`src/rtl/display_scan_out.sv`:
```
// ============================================================================
// Module   : display_scan_out
// Brief    : Frame-buffer scan-out; generates blank/active timing, issues one
//            read per active pixel and presents returned pixels with flags.
// Revision : 1.0 - initial release
// ============================================================================
`default_nettype none

module display_scan_out #(
    parameter int ADDR_W     = 16,
    parameter bit CONTINUOUS = 1'b0
) (
    input  logic              clk,
    input  logic              reset,
    input  logic              start,
    input  logic [9:0]        HBOut_PD,
    input  logic [9:0]        VBOut_PD,
    input  logic [9:0]        AIPOut_PD,
    input  logic [9:0]        AILOut_PD,
    output logic              FrameRd,
    output logic [ADDR_W-1:0] FrameRAddr,
    input  logic [7:0]        FrameRData,
    output logic [7:0]        PixOut,
    output logic              PixValid,
    output logic              HBlank,
    output logic              VBlank,
    output logic              LineStart,
    output logic              FrameDone,
    output logic              Busy,
    output logic              CfgErr
);

    typedef enum logic [1:0] {
        S_IDLE   = 2'd0,
        S_VBLANK = 2'd1,
        S_HBLANK = 2'd2,
        S_ACTIVE = 2'd3
    } state_t;

    state_t            r_state;
    state_t            w_state_nxt;
    logic [9:0]        r_pix_cnt;
    logic [9:0]        w_pix_cnt_nxt;
    logic [9:0]        r_line_cnt;
    logic [9:0]        w_line_cnt_nxt;
    logic              r_vb_act;
    logic              w_vb_act_nxt;
    logic [ADDR_W-1:0] r_addr;
    logic [ADDR_W-1:0] w_addr_nxt;
    logic [9:0]        r_hb;
    logic [9:0]        r_vb;
    logic [9:0]        r_aip;
    logic [9:0]        r_ail;
    logic              w_latch;
    logic              w_cfg_err;
    logic              w_frame_end;
    logic [9:0]        w_seg_last;

    logic              r_pix_valid;
    logic              r_hblank;
    logic              r_vblank;
    logic              r_line_start;
    logic              r_frame_done;
    logic              r_busy;
    logic              r_cfg_err;
    logic [7:0]        r_pix_hold;
    logic [7:0]        w_pix;

    function automatic state_t first_state(input logic [9:0] hb, input logic [9:0] vb);
        if (vb != 10'd0)
            return S_VBLANK;
        else if (hb != 10'd0)
            return S_HBLANK;
        else
            return S_ACTIVE;
    endfunction

    // A vertical-blank line is split into an HB-long part and an AIP-long part
    // so the 10-bit pixel counter never has to reach HB+AIP.
    assign w_seg_last = r_vb_act ? (r_aip - 10'd1) : (r_hb - 10'd1);

    always_comb begin
        w_state_nxt    = r_state;
        w_pix_cnt_nxt  = r_pix_cnt;
        w_line_cnt_nxt = r_line_cnt;
        w_vb_act_nxt   = r_vb_act;
        w_addr_nxt     = r_addr;
        w_latch        = 1'b0;
        w_cfg_err      = 1'b0;
        w_frame_end    = 1'b0;

        case (r_state)
            S_IDLE: begin
                if (start && !r_busy) begin
                    if (AIPOut_PD == 10'd0 || AILOut_PD == 10'd0) begin
                        w_cfg_err = 1'b1;
                    end else begin
                        w_latch        = 1'b1;
                        w_state_nxt    = first_state(HBOut_PD, VBOut_PD);
                        w_pix_cnt_nxt  = 10'd0;
                        w_line_cnt_nxt = 10'd0;
                        w_vb_act_nxt   = (HBOut_PD == 10'd0);
                        w_addr_nxt     = '0;
                    end
                end
            end

            S_VBLANK: begin
                if (r_pix_cnt == w_seg_last) begin
                    w_pix_cnt_nxt = 10'd0;
                    if (!r_vb_act) begin
                        w_vb_act_nxt = 1'b1;
                    end else if (r_line_cnt == r_vb - 10'd1) begin
                        w_line_cnt_nxt = 10'd0;
                        w_state_nxt    = (r_hb == 10'd0) ? S_ACTIVE : S_HBLANK;
                    end else begin
                        w_line_cnt_nxt = r_line_cnt + 10'd1;
                        w_vb_act_nxt   = (r_hb == 10'd0);
                    end
                end else begin
                    w_pix_cnt_nxt = r_pix_cnt + 10'd1;
                end
            end

            S_HBLANK: begin
                if (r_pix_cnt == r_hb - 10'd1) begin
                    w_pix_cnt_nxt = 10'd0;
                    w_state_nxt   = S_ACTIVE;
                end else begin
                    w_pix_cnt_nxt = r_pix_cnt + 10'd1;
                end
            end

            S_ACTIVE: begin
                w_addr_nxt = r_addr + ADDR_W'(1);
                if (r_pix_cnt == r_aip - 10'd1) begin
                    w_pix_cnt_nxt = 10'd0;
                    if (r_line_cnt == r_ail - 10'd1) begin
                        w_frame_end    = 1'b1;
                        w_line_cnt_nxt = 10'd0;
                        w_addr_nxt     = '0;
                        if (CONTINUOUS) begin
                            w_state_nxt  = first_state(r_hb, r_vb);
                            w_vb_act_nxt = (r_hb == 10'd0);
                        end else begin
                            w_state_nxt  = S_IDLE;
                        end
                    end else begin
                        w_line_cnt_nxt = r_line_cnt + 10'd1;
                        w_state_nxt    = (r_hb == 10'd0) ? S_ACTIVE : S_HBLANK;
                    end
                end else begin
                    w_pix_cnt_nxt = r_pix_cnt + 10'd1;
                end
            end

            default: begin
                w_state_nxt = S_IDLE;
            end
        endcase
    end

    always_ff @(posedge clk) begin
        if (reset) begin
            r_state    <= S_IDLE;
            r_pix_cnt  <= 10'd0;
            r_line_cnt <= 10'd0;
            r_vb_act   <= 1'b0;
            r_addr     <= '0;
            r_hb       <= 10'd0;
            r_vb       <= 10'd0;
            r_aip      <= 10'd0;
            r_ail      <= 10'd0;
        end else begin
            r_state    <= w_state_nxt;
            r_pix_cnt  <= w_pix_cnt_nxt;
            r_line_cnt <= w_line_cnt_nxt;
            r_vb_act   <= w_vb_act_nxt;
            r_addr     <= w_addr_nxt;
            if (w_latch) begin
                r_hb  <= HBOut_PD;
                r_vb  <= VBOut_PD;
                r_aip <= AIPOut_PD;
                r_ail <= AILOut_PD;
            end
        end
    end

    // Flags trail the state by one cycle to line up with the read data.
    always_ff @(posedge clk) begin
        if (reset) begin
            r_pix_valid  <= 1'b0;
            r_hblank     <= 1'b0;
            r_vblank     <= 1'b0;
            r_line_start <= 1'b0;
            r_frame_done <= 1'b0;
            r_busy       <= 1'b0;
            r_cfg_err    <= 1'b0;
            r_pix_hold   <= 8'd0;
        end else begin
            r_pix_valid  <= (r_state == S_ACTIVE);
            r_hblank     <= (r_state == S_HBLANK);
            r_vblank     <= (r_state == S_VBLANK);
            r_line_start <= (r_state == S_ACTIVE) && (r_pix_cnt == 10'd0);
            r_frame_done <= w_frame_end;
            r_busy       <= (w_state_nxt != S_IDLE) || w_frame_end;
            r_cfg_err    <= w_cfg_err;
            r_pix_hold   <= w_pix;
        end
    end

    // Read data lands one cycle after the strobe, i.e. alongside PixValid.
    assign w_pix      = r_pix_valid ? FrameRData : r_pix_hold;

    assign FrameRd    = (r_state == S_ACTIVE);
    assign FrameRAddr = r_addr;
    assign PixOut     = w_pix;
    assign PixValid   = r_pix_valid;
    assign HBlank     = r_hblank;
    assign VBlank     = r_vblank;
    assign LineStart  = r_line_start;
    assign FrameDone  = r_frame_done;
    assign Busy       = r_busy;
    assign CfgErr     = r_cfg_err;

endmodule

`default_nettype wire
```
`config.mk`:
```
export PLATFORM = sky130hd
export DESIGN_NAME = display_scan_out
export DESIGN_NICKNAME = d
export VERILOG_FILES = /design/src/rtl/display_scan_out.sv
export SDC_FILE = /design/constraint.sdc
export NUM_CORES = 1
export LEC_CHECK = 0
export CAP_MARGIN = 20
export CORE_MARGIN = 3
export CORE_UTILIZATION = 61
export CTS_BUF_LIST = sky130_fd_sc_hd__clkbuf_2
export CTS_CLUSTER_SIZE = 14
export DETAILED_ROUTE_END_ITERATION = 7
export GPL_TIMING_DRIVEN = 0
export PLACE_DENSITY = 0.95
export SLEW_MARGIN = 40
export SYNTH_ARGS = -nofsm -noshare
export SYNTH_HDL_FRONTEND = slang
export SYNTH_SLANG_ARGS = --single-unit
```
`constraint.sdc`:
```
create_clock -name clk -period 6.1 [get_ports clk]
set_input_delay 1.22 -clock clk [delete_from_list [all_inputs] [get_ports clk]]
set_output_delay 1.22 -clock clk [all_outputs]
set_load 0.01 [all_outputs]
```
==> results of run 1 <==
## metal layers
metal  track usage  part of all wire  vias to the layer above
met5             0                 0                        -
met4         0.120             0.034                        0
met3        0.0532             0.079                       58
met2         0.501              0.48                      298
met1         0.349              0.41                     2671
li1              -                 -                     2761
## worst min-delay path by stage
stage	end	slack [ns]
2_1_floorplan	r_aip[9]	0.45
3_5_place_dp	r_aip[8]	0.47
6_report	r_aip[8]	0.50
4_1_cts	r_aip[8]	0.50
5_1_grt	r_aip[8]	0.53
3_3_place_gp	r_ail[9]	0.48
## through the flow
stage	cells	hold WS, ns
2_1_floorplan	725	0.448
3_3_place_gp	914	0.480
3_5_place_dp	914	0.474
4_1_cts	930	0.502
5_1_grt	930	0.527
6_report	930	0.499
## registers in the layout, summed over array words and instances, names as in the netlist
signal and cells:
r_ail 10, Busy 1, r_pix_cnt 10, r_pix_hold 8
r_state 2, FrameRAddr 16, r_aip 10, r_line_cnt 10
r_hb 10, LineStart 1, r_vb 10, HBlank 1
VBlank 1, CfgErr 1, PixValid 1, r_vb_act 1
FrameDone 1
## logic make-up after synthesis
logic type,count (synthesis)
buf+inv,80
fa+ha+maj,8
xor+xnor,60
compound gates,132
simple gates,320
flops,94
mux,31
## power by group through the flow
stage                     Sequential, µW  Clock (µW)  Combinational [µW]
after detailed placement             678           0                 384
after global routing                 672         334                 429
after CTS                            667         307                 387
final                                668         310                 396
after global placement               676           0                 366
after floorplan                      671           0                 280
## cell type report
class                           instances  share of cell area
Tap cell                              108              0.0201
Multi-Input combinational cell        551               0.518
Clock buffer                            9             0.00669
Sequential cell                        94               0.280
Buffer                                 42              0.0249
Inverter                               38              0.0212
Timing Repair Buffer                   81               0.120
Clock inverter                          7             0.00911
## worst max-delay path, delay by kind of cell, from the launching register on
family | cells | cell delay (ns)
AOI/OAI and AO/OA | 5 | 1.31
adders and majority gates | 1 | 0.26
DFF | 1 | 0.37
and+or+nand+nor | 4 | 1.41
buffers and inverters | 2 | 0.30
## cells in the final DEF (no fill, tap or decap), types with 11 or more instances in the layout
cell type and instances:
a21oi_1 42, nor2_1 81, inv_1 38, dfxtp_1 94, nand4_1 11, xor2_1 23
nor4_1 13, and2_1 11, clkbuf_1 37, nor3_1 25, and3_1 12, o21ai_0 16
nand2_1 82, xnor2_1 36, mux2i_1 22, o32ai_1 11, nand3_1 30, clkdlybuf4s50_1 81
==> results by group, run 1 <==
STA
  • Shortest clock period the worst path allows after layout: between 3 and 4 ns
  • Post-route worst setup slack: between 2 and 2.5 ns
  • Slew headroom: 0.437
  • Final setup skew: around 0.046 ns
  • Maximum clock rate: 269 MHz
  • Setup repair after global routing missed its margin: no
  • Final total negative setup slack: 0 ns
  • Tightest Pin Transition: around 0.85 ns
  • Final worst path period share: 0.610
  • Endpoints failing setup: 0
  • Total count of hold-check failures in the final report: 0
  • Final count of pins violating max slew: 0

Yosys
  • Fraction of the mapped netlist area in adder cells: 0.0177
  • Most numerous cell types in the synthesized netlist: dfxtp_1 (94), nand2_1 (82), nor2_1 (81)
  • Mux contribution to synthesized area: 0.0567
  • Most instantiated library cell after synthesis: dfxtp_1
  • Average cell area after synthesis: 7.82 µm²
  • Area share of the largest cell type after synthesis: 0.332
  • Post-synthesis compound-gate area fraction: 0.160
  • FF+latch count, synth: 94
  • FFs w/ async S/R, synth: 0
  • Post-Syn Area: between 0.005 and 0.006 mm²
  • XOR/XNOR share of the synthesized area: 0.0951
  • Largest family of logic cells by synthesized area: simple AND/OR/NAND/NOR gates
  • Number of nets in the synthesized netlist: just under 800
  • Number of distinct library cell variants in the gate-level netlist after synthesis: between 70 and 80
  • Warning count from the yosys run: 0
  • Sequential share of the synthesized area: 0.332
  • Cells taking the most area after synthesis: dfxtp_1 (33%), xnor2_1 (5.6%), nand2_1 (5.4%), nor2_1 (5.4%), mux2i_1 (3.9%)
  • Instance count of the mapped netlist: ~730
  • Yosys top cell by area: dfxtp_1
  • Fraction of the mapped netlist area in simple logic gates: 0.284
  • Number of enable flip-flop cells after synthesis: 0
  • Primary flip-flop cell chosen by synthesis mapping: dfxtp_1

Power
  • Static Leakage: ~0.0025 µW
  • Sequential power share: 0.486
  • Relative contribution of the clock network to total power: 0.226
  • Maximum vdd ir drop: 115 µV
  • Portion of total power attributed to combinational logic: 0.288
  • Internal power component: between 800 and 900 µW
  • Pwr Total: ~1400 µW
  • Pwr/cell area: ~200 mW/mm²
  • Switching pwr: 497 µW
  • Switching Fraction: 0.361

Finish
  • Final-layout fill cell count: about 620
  • Multi-input gate area: 0.00348 mm²
  • Share of cells above drive strength 1: 0.0620
  • Utilization of the core after routing: 0.757
  • Count of inserted antenna diode cells: 0
  • Sequential cell area in the final layout: ~0.0019 mm²
  • Area growth, synth to finish: 18.7%
  • Nets@finish: between 800 and 900
  • Final Cell Area: ~0.0067 mm²

Global route
  • Largest net degree at the start of global routing: 19
  • First-pass GRT wire length: approximately 24000 µm
  • Total congestion overflow: 0
  • Initial antenna violation count: 0
  • All-layer global routing usage: 0.288
  • Number of global-route vias before repair: between 5000 and 6000

Clock network
  • Clock slew at reported path FFs: around 0.30 ns
  • CTS max path bufs: 2
  • Number of CTS-inserted buffers: 9
  • Quantity of hold-fixing buffers added after cts: 0
  • TritonCTS Sinks: 94
  • CTS tree: done
  • Clk_lat worst skew: roughly 0.6 ns
  • Total of cells resized after clock tree synthesis: 0
  • Post-CTS setup buffer count: 0
  • Count of H-tree levels built during CTS: 3
  • Clock root buffer: clkbuf_2

Setup path
  • Longest individual stage delay on the worst path: 0.55 ns
  • Capturing element type of the critical path: flop
  • Critical path destination: r_line_cnt[3]
  • Worst r2r path cells: 12
  • Cell breakdown of the critical path: clkbuf_1, inv_1, ha_1, nor4b_2, a211oi_1, or3_1, o32ai_1, a41oi_1, o41ai_1, and2b_1, nand2_2, o32ai_1
  • Required time at the endpoint of the critical path: between 6 and 7 ns
  • Capturing point of the worst reg2reg path: r_line_cnt[3]
  • Crit path launch: r_hb[0]
  • R2R Setup Slk: 2.38 ns
  • Max FO, Critical Path: 8
  • Type of the setup path with the least slack: reg -> reg
  • Cell type with the highest occurrence count on the critical path: o32ai_1
  • FF-to-FF Start: r_hb[0]
  • Crit path max-delay cell type: nor4b_2
  • Data arrival time of the critical path: approximately 4.2 ns
  • Nature of the critical path startpoint: flop

Placement
  • DPL Wire Length: 11700 µm
  • Number of buffers added on ports: 81
  • Routability cong.: ~0.95
  • Worst slack after detailed placement: 2.13 ns
  • Area post-placement: 0.00662 mm²

Floorplanning
  • Horizontal extent of the die: around 100 µm
  • Starting density of the core: 0.638
  • Ports: 83
  • Chip Height: ~100 µm
  • DIE AREA: roughly 0.010 mm²
  • Area of the core region: approximately 0.0089 mm²
  • Num rows: 34

Job
  • Max-cap violations: 0

Routing
  • Post-DR vias/cell: around 6.2
  • Initial DRC Count: just over 500
  • Final routed DRC violation total: 0
  • Total length of routed wires: 15400 µm
  • Avg WL per Cell: between 15 and 20 µm
  • First-pass DRT Iterations: 5
  • Post-DRT Antenna Nets: 0
  • Vias post-DR: a little under 6000

Worst hold path
  • Min-Delay Startpoint: r_aip[8]
  • Worst Hold Class: reg -> reg
  • Hold Crit Depth: 2

Run status
  • Status: completed
No activity file was read; power rests on OpenSTA's default activity.
==> run 2: changes to the inputs <==
--- a/config.mk
+++ b/config.mk
@@ -7,12 +7,12 @@
 export LEC_CHECK = 0
 export CAP_MARGIN = 20
 export CORE_MARGIN = 3
-export CORE_UTILIZATION = 61
+export CORE_UTILIZATION = 57
 export CTS_BUF_LIST = sky130_fd_sc_hd__clkbuf_2
 export CTS_CLUSTER_SIZE = 14
 export DETAILED_ROUTE_END_ITERATION = 7
 export GPL_TIMING_DRIVEN = 0
-export PLACE_DENSITY = 0.95
+export PLACE_DENSITY = 0.91
 export SLEW_MARGIN = 40
 export SYNTH_ARGS = -nofsm -noshare
 export SYNTH_HDL_FRONTEND = slang
==> constraint.sdc (replaced) <==
create_clock -name clk -period 3.9 [get_ports clk]
set_input_delay 0.78 -clock clk [delete_from_list [all_inputs] [get_ports clk]]
set_output_delay 0.78 -clock clk [all_outputs]
set_load 0.01 [all_outputs]
==> run 2 against run 1 <==
Combinational power is 58% higher. Global-route usage is 1.5 points lower. Die area is 6.6% higher. Hold slack better by 0.0018 ns. Critical endpoint is now r_pix_cnt[7]. Register-to-register slack worse by 2.1 ns. Sequential share of layout area is 0.23 points lower. Clock-buffer cell count stayed put.
==> results by group, run 2 (synthesis results as in run 1) <==
STA
  • Shortest clock period the worst path allows after layout: 3.58 ns (was 3.72 ns)
  • Maximum clock rate: 279 MHz (was 269 MHz)
  • Setup repair after global routing missed its margin: no (unchanged)
  • Smallest hold slack: 0.501 ns (was 0.499 ns)
  • Final count of pins violating max slew: 0 (unchanged)
  • Final setup skew: 0.0408 ns (was 0.0456 ns)
  • Total count of hold-check failures in the final report: 0 (unchanged)
  • Final worst path period share: 0.918 (was 0.610)
  • Slew headroom: 0.496 (was 0.437)
  • Final total negative setup slack: 0 ns (unchanged)
  • Endpoints failing setup: 0 (unchanged)
  • Tightest Pin Transition: 0.753 ns (was 0.845 ns)

Clock network
  • Quantity of hold-fixing buffers added after cts: 0 (unchanged)
  • Number of CTS-inserted buffers: 9 (unchanged)
  • Total of cells resized after clock tree synthesis: 0 (unchanged)
  • Count of H-tree levels built during CTS: 3 (unchanged)
  • Clock slew at reported path FFs: 0.29 ns (was 0.30 ns)
  • Clock root buffer: clkbuf_2 (unchanged)
  • Post-CTS setup buffer count: 0 (unchanged)
  • Clk_lat worst skew: 0.58 ns (was 0.60 ns)
  • CTS tree: done (unchanged)
  • CTS max path bufs: 2 (unchanged)
  • TritonCTS Sinks: 94 (unchanged)

Floorplanning
  • Area of the core region: 0.00946 mm² (was 0.00889 mm²)
  • Chip Height: 106 µm (was 102 µm)
  • Starting density of the core: 0.599 (was 0.638)
  • Horizontal extent of the die: 106 µm (was 102 µm)
  • DIE AREA: 0.0112 mm² (was 0.0105 mm²)
  • Ports: 83 (unchanged)
  • Num rows: 35 (was 34)

Routing
  • Total length of routed wires: 15600 µm (was 15400 µm)
  • Post-DR vias/cell: 6.09 (was 6.22)
  • Initial DRC Count: 438 (was 507)
  • Post-DRT Antenna Nets: 0 (unchanged)
  • Final routed DRC violation total: 0 (unchanged)
  • Vias post-DR: 5796 (was 5788)
  • First-pass DRT Iterations: 8 (was 5)
  • Avg WL per Cell: 16.4 µm (was 16.5 µm)

Setup path
  • Capturing element type of the critical path: flop (unchanged)
  • Data arrival time of the critical path: 4.07 ns (was 4.22 ns)
  • Max FO, Critical Path: 8 (unchanged)
  • Type of the setup path with the least slack: reg -> reg (unchanged)
  • Required time at the endpoint of the critical path: 4.39 ns (was 6.60 ns)
  • Nature of the critical path startpoint: flop (unchanged)

Worst hold path
  • Worst Hold Class: reg -> reg (unchanged)

Run status
  • Status: completed (unchanged)

Global route
  • Initial antenna violation count: 0 (unchanged)
  • All-layer global routing usage: 0.273 (was 0.288)
  • First-pass GRT wire length: 25400 µm (was 24300 µm)
  • Total congestion overflow: 0 (unchanged)
  • Number of global-route vias before repair: 5564 (was 5405)
  • GR Layer Usage met3: 0.0429 (was 0.0532)
  • GR Layer Usage met1: 0.330 (was 0.349)
  • Highest-utilization routing layer at the global route stage: met2 (unchanged)
  • Largest net degree at the start of global routing: 17 (was 19)
  • Met2 Resource Use GR: 0.486 (was 0.501)

Finish
  • Count of inserted antenna diode cells: 0 (unchanged)
  • Area growth, synth to finish: 19.6% (was 18.7%)
  • Commonest non-fill, non-tap cell in the layout: dfxtp_1 (unchanged)
  • Top library cells by usage in the layout, fill and taps aside: dfxtp_1 (94), nand2_1 (82), nor2_1 (81), clkdlybuf4s50_1 (81), a21oi_1 (42) (unchanged)
  • Largest register FFs: 16 (unchanged)
  • Share of cells above drive strength 1: 0.0620 (unchanged)
  • Nets@finish: 876 (unchanged)
  • Final-layout fill cell count: 723 (was 621)

Power
  • Pwr Total: 2170 µW (was 1370 µW)
  • Static Leakage: 0.00249 µW (was 0.00246 µW)
  • Maximum vdd ir drop: 173 µV (was 115 µV)
  • Pwr/cell area: 320 mW/mm² (was 204 mW/mm²)

Placement
  • Number of buffers added on ports: 81 (unchanged)
  • DPL Wire Length: 12000 µm (was 11700 µm)
  • Routability cong.: 0.930 (was 0.953)

Job
  • Max-cap violations: 0 (unchanged)
-- run 2: cell types whose count changed in the layout (fill, tap and decap cells not counted), sizes merged --
cell | previous run | this run
clkinvlp | 1 | 2
inv | 43 | 40
clkinv | 1 | 2
bufinv | 0 | 1
-- run 2: worst paths after layout --
kind	from	endpoint	slack, ns	cells after the start
max	r_aip[0]	r_pix_cnt[7]	0.32	12
min reg2reg	r_ail[8]	r_ail[8]	0.50	2
min	r_ail[8]	r_ail[8]	0.50	2
max reg2reg	r_aip[0]	r_pix_cnt[7]	0.32	12
-- run 2: layout make-up --
cell class | instances | area [µm²] | area share
multi-input combinational | 551 | 3500 | 0.516
sequential | 94 | 1880 | 0.277
timing repair buffer | 81 | 811 | 0.120
buffer | 42 | 169 | 0.0249
tap | 129 | 161 | 0.0238
inverter | 38 | 143 | 0.0210
clock inverter | 7 | 71.3 | 0.0105
clock buffer | 9 | 45.0 | 0.00664
-- run 2: where the power goes --
| group | leakage [µW] | switching [µW] | internal, µW |
|---|---|---|---|
| sequential | 0.000763 | 41.7 | 1000 |
| combinational | 0.00166 | 353 | 272 |
| clock | 0.0000664 | 349 | 149 |
-- run 2: metal layers --
metal  part of all wire  up-vias
met1               0.40     2708
met3              0.077       43
met2               0.49      292
li1                   -     2753
met5                  0        -
met4              0.025        0
-- run 2: critical path, stage by stage (launching register included) --
cell	delay, ns
dfxtp_1	0.44
inv_1	0.08
ha_1	0.14
clkbuf_1	0.30
nor4b_4	0.39
o21ai_0	0.14
o221ai_1	0.40
a21oi_1	0.15
a31oi_1	0.22
nor2_1	0.11
o211ai_2	0.44
nand2_1	0.29
o311ai_0	0.43
-- run 2: metrics by stage --
step / utilization / std cells / setup WS (ns) / cell area (µm²)
finish: 0.717 / 951 / 0.321 / 6780
global route: 0.717 / 951 / 0.0231 / 6780
CTS: 0.715 / 951 / 0.304 / 6770
detailed placement: 0.703 / 935 / 0.244 / 6650
global placement: 0.702 / 935 / 0.299 / 6640
floorplan: - / 725 / 0.890 / 5670
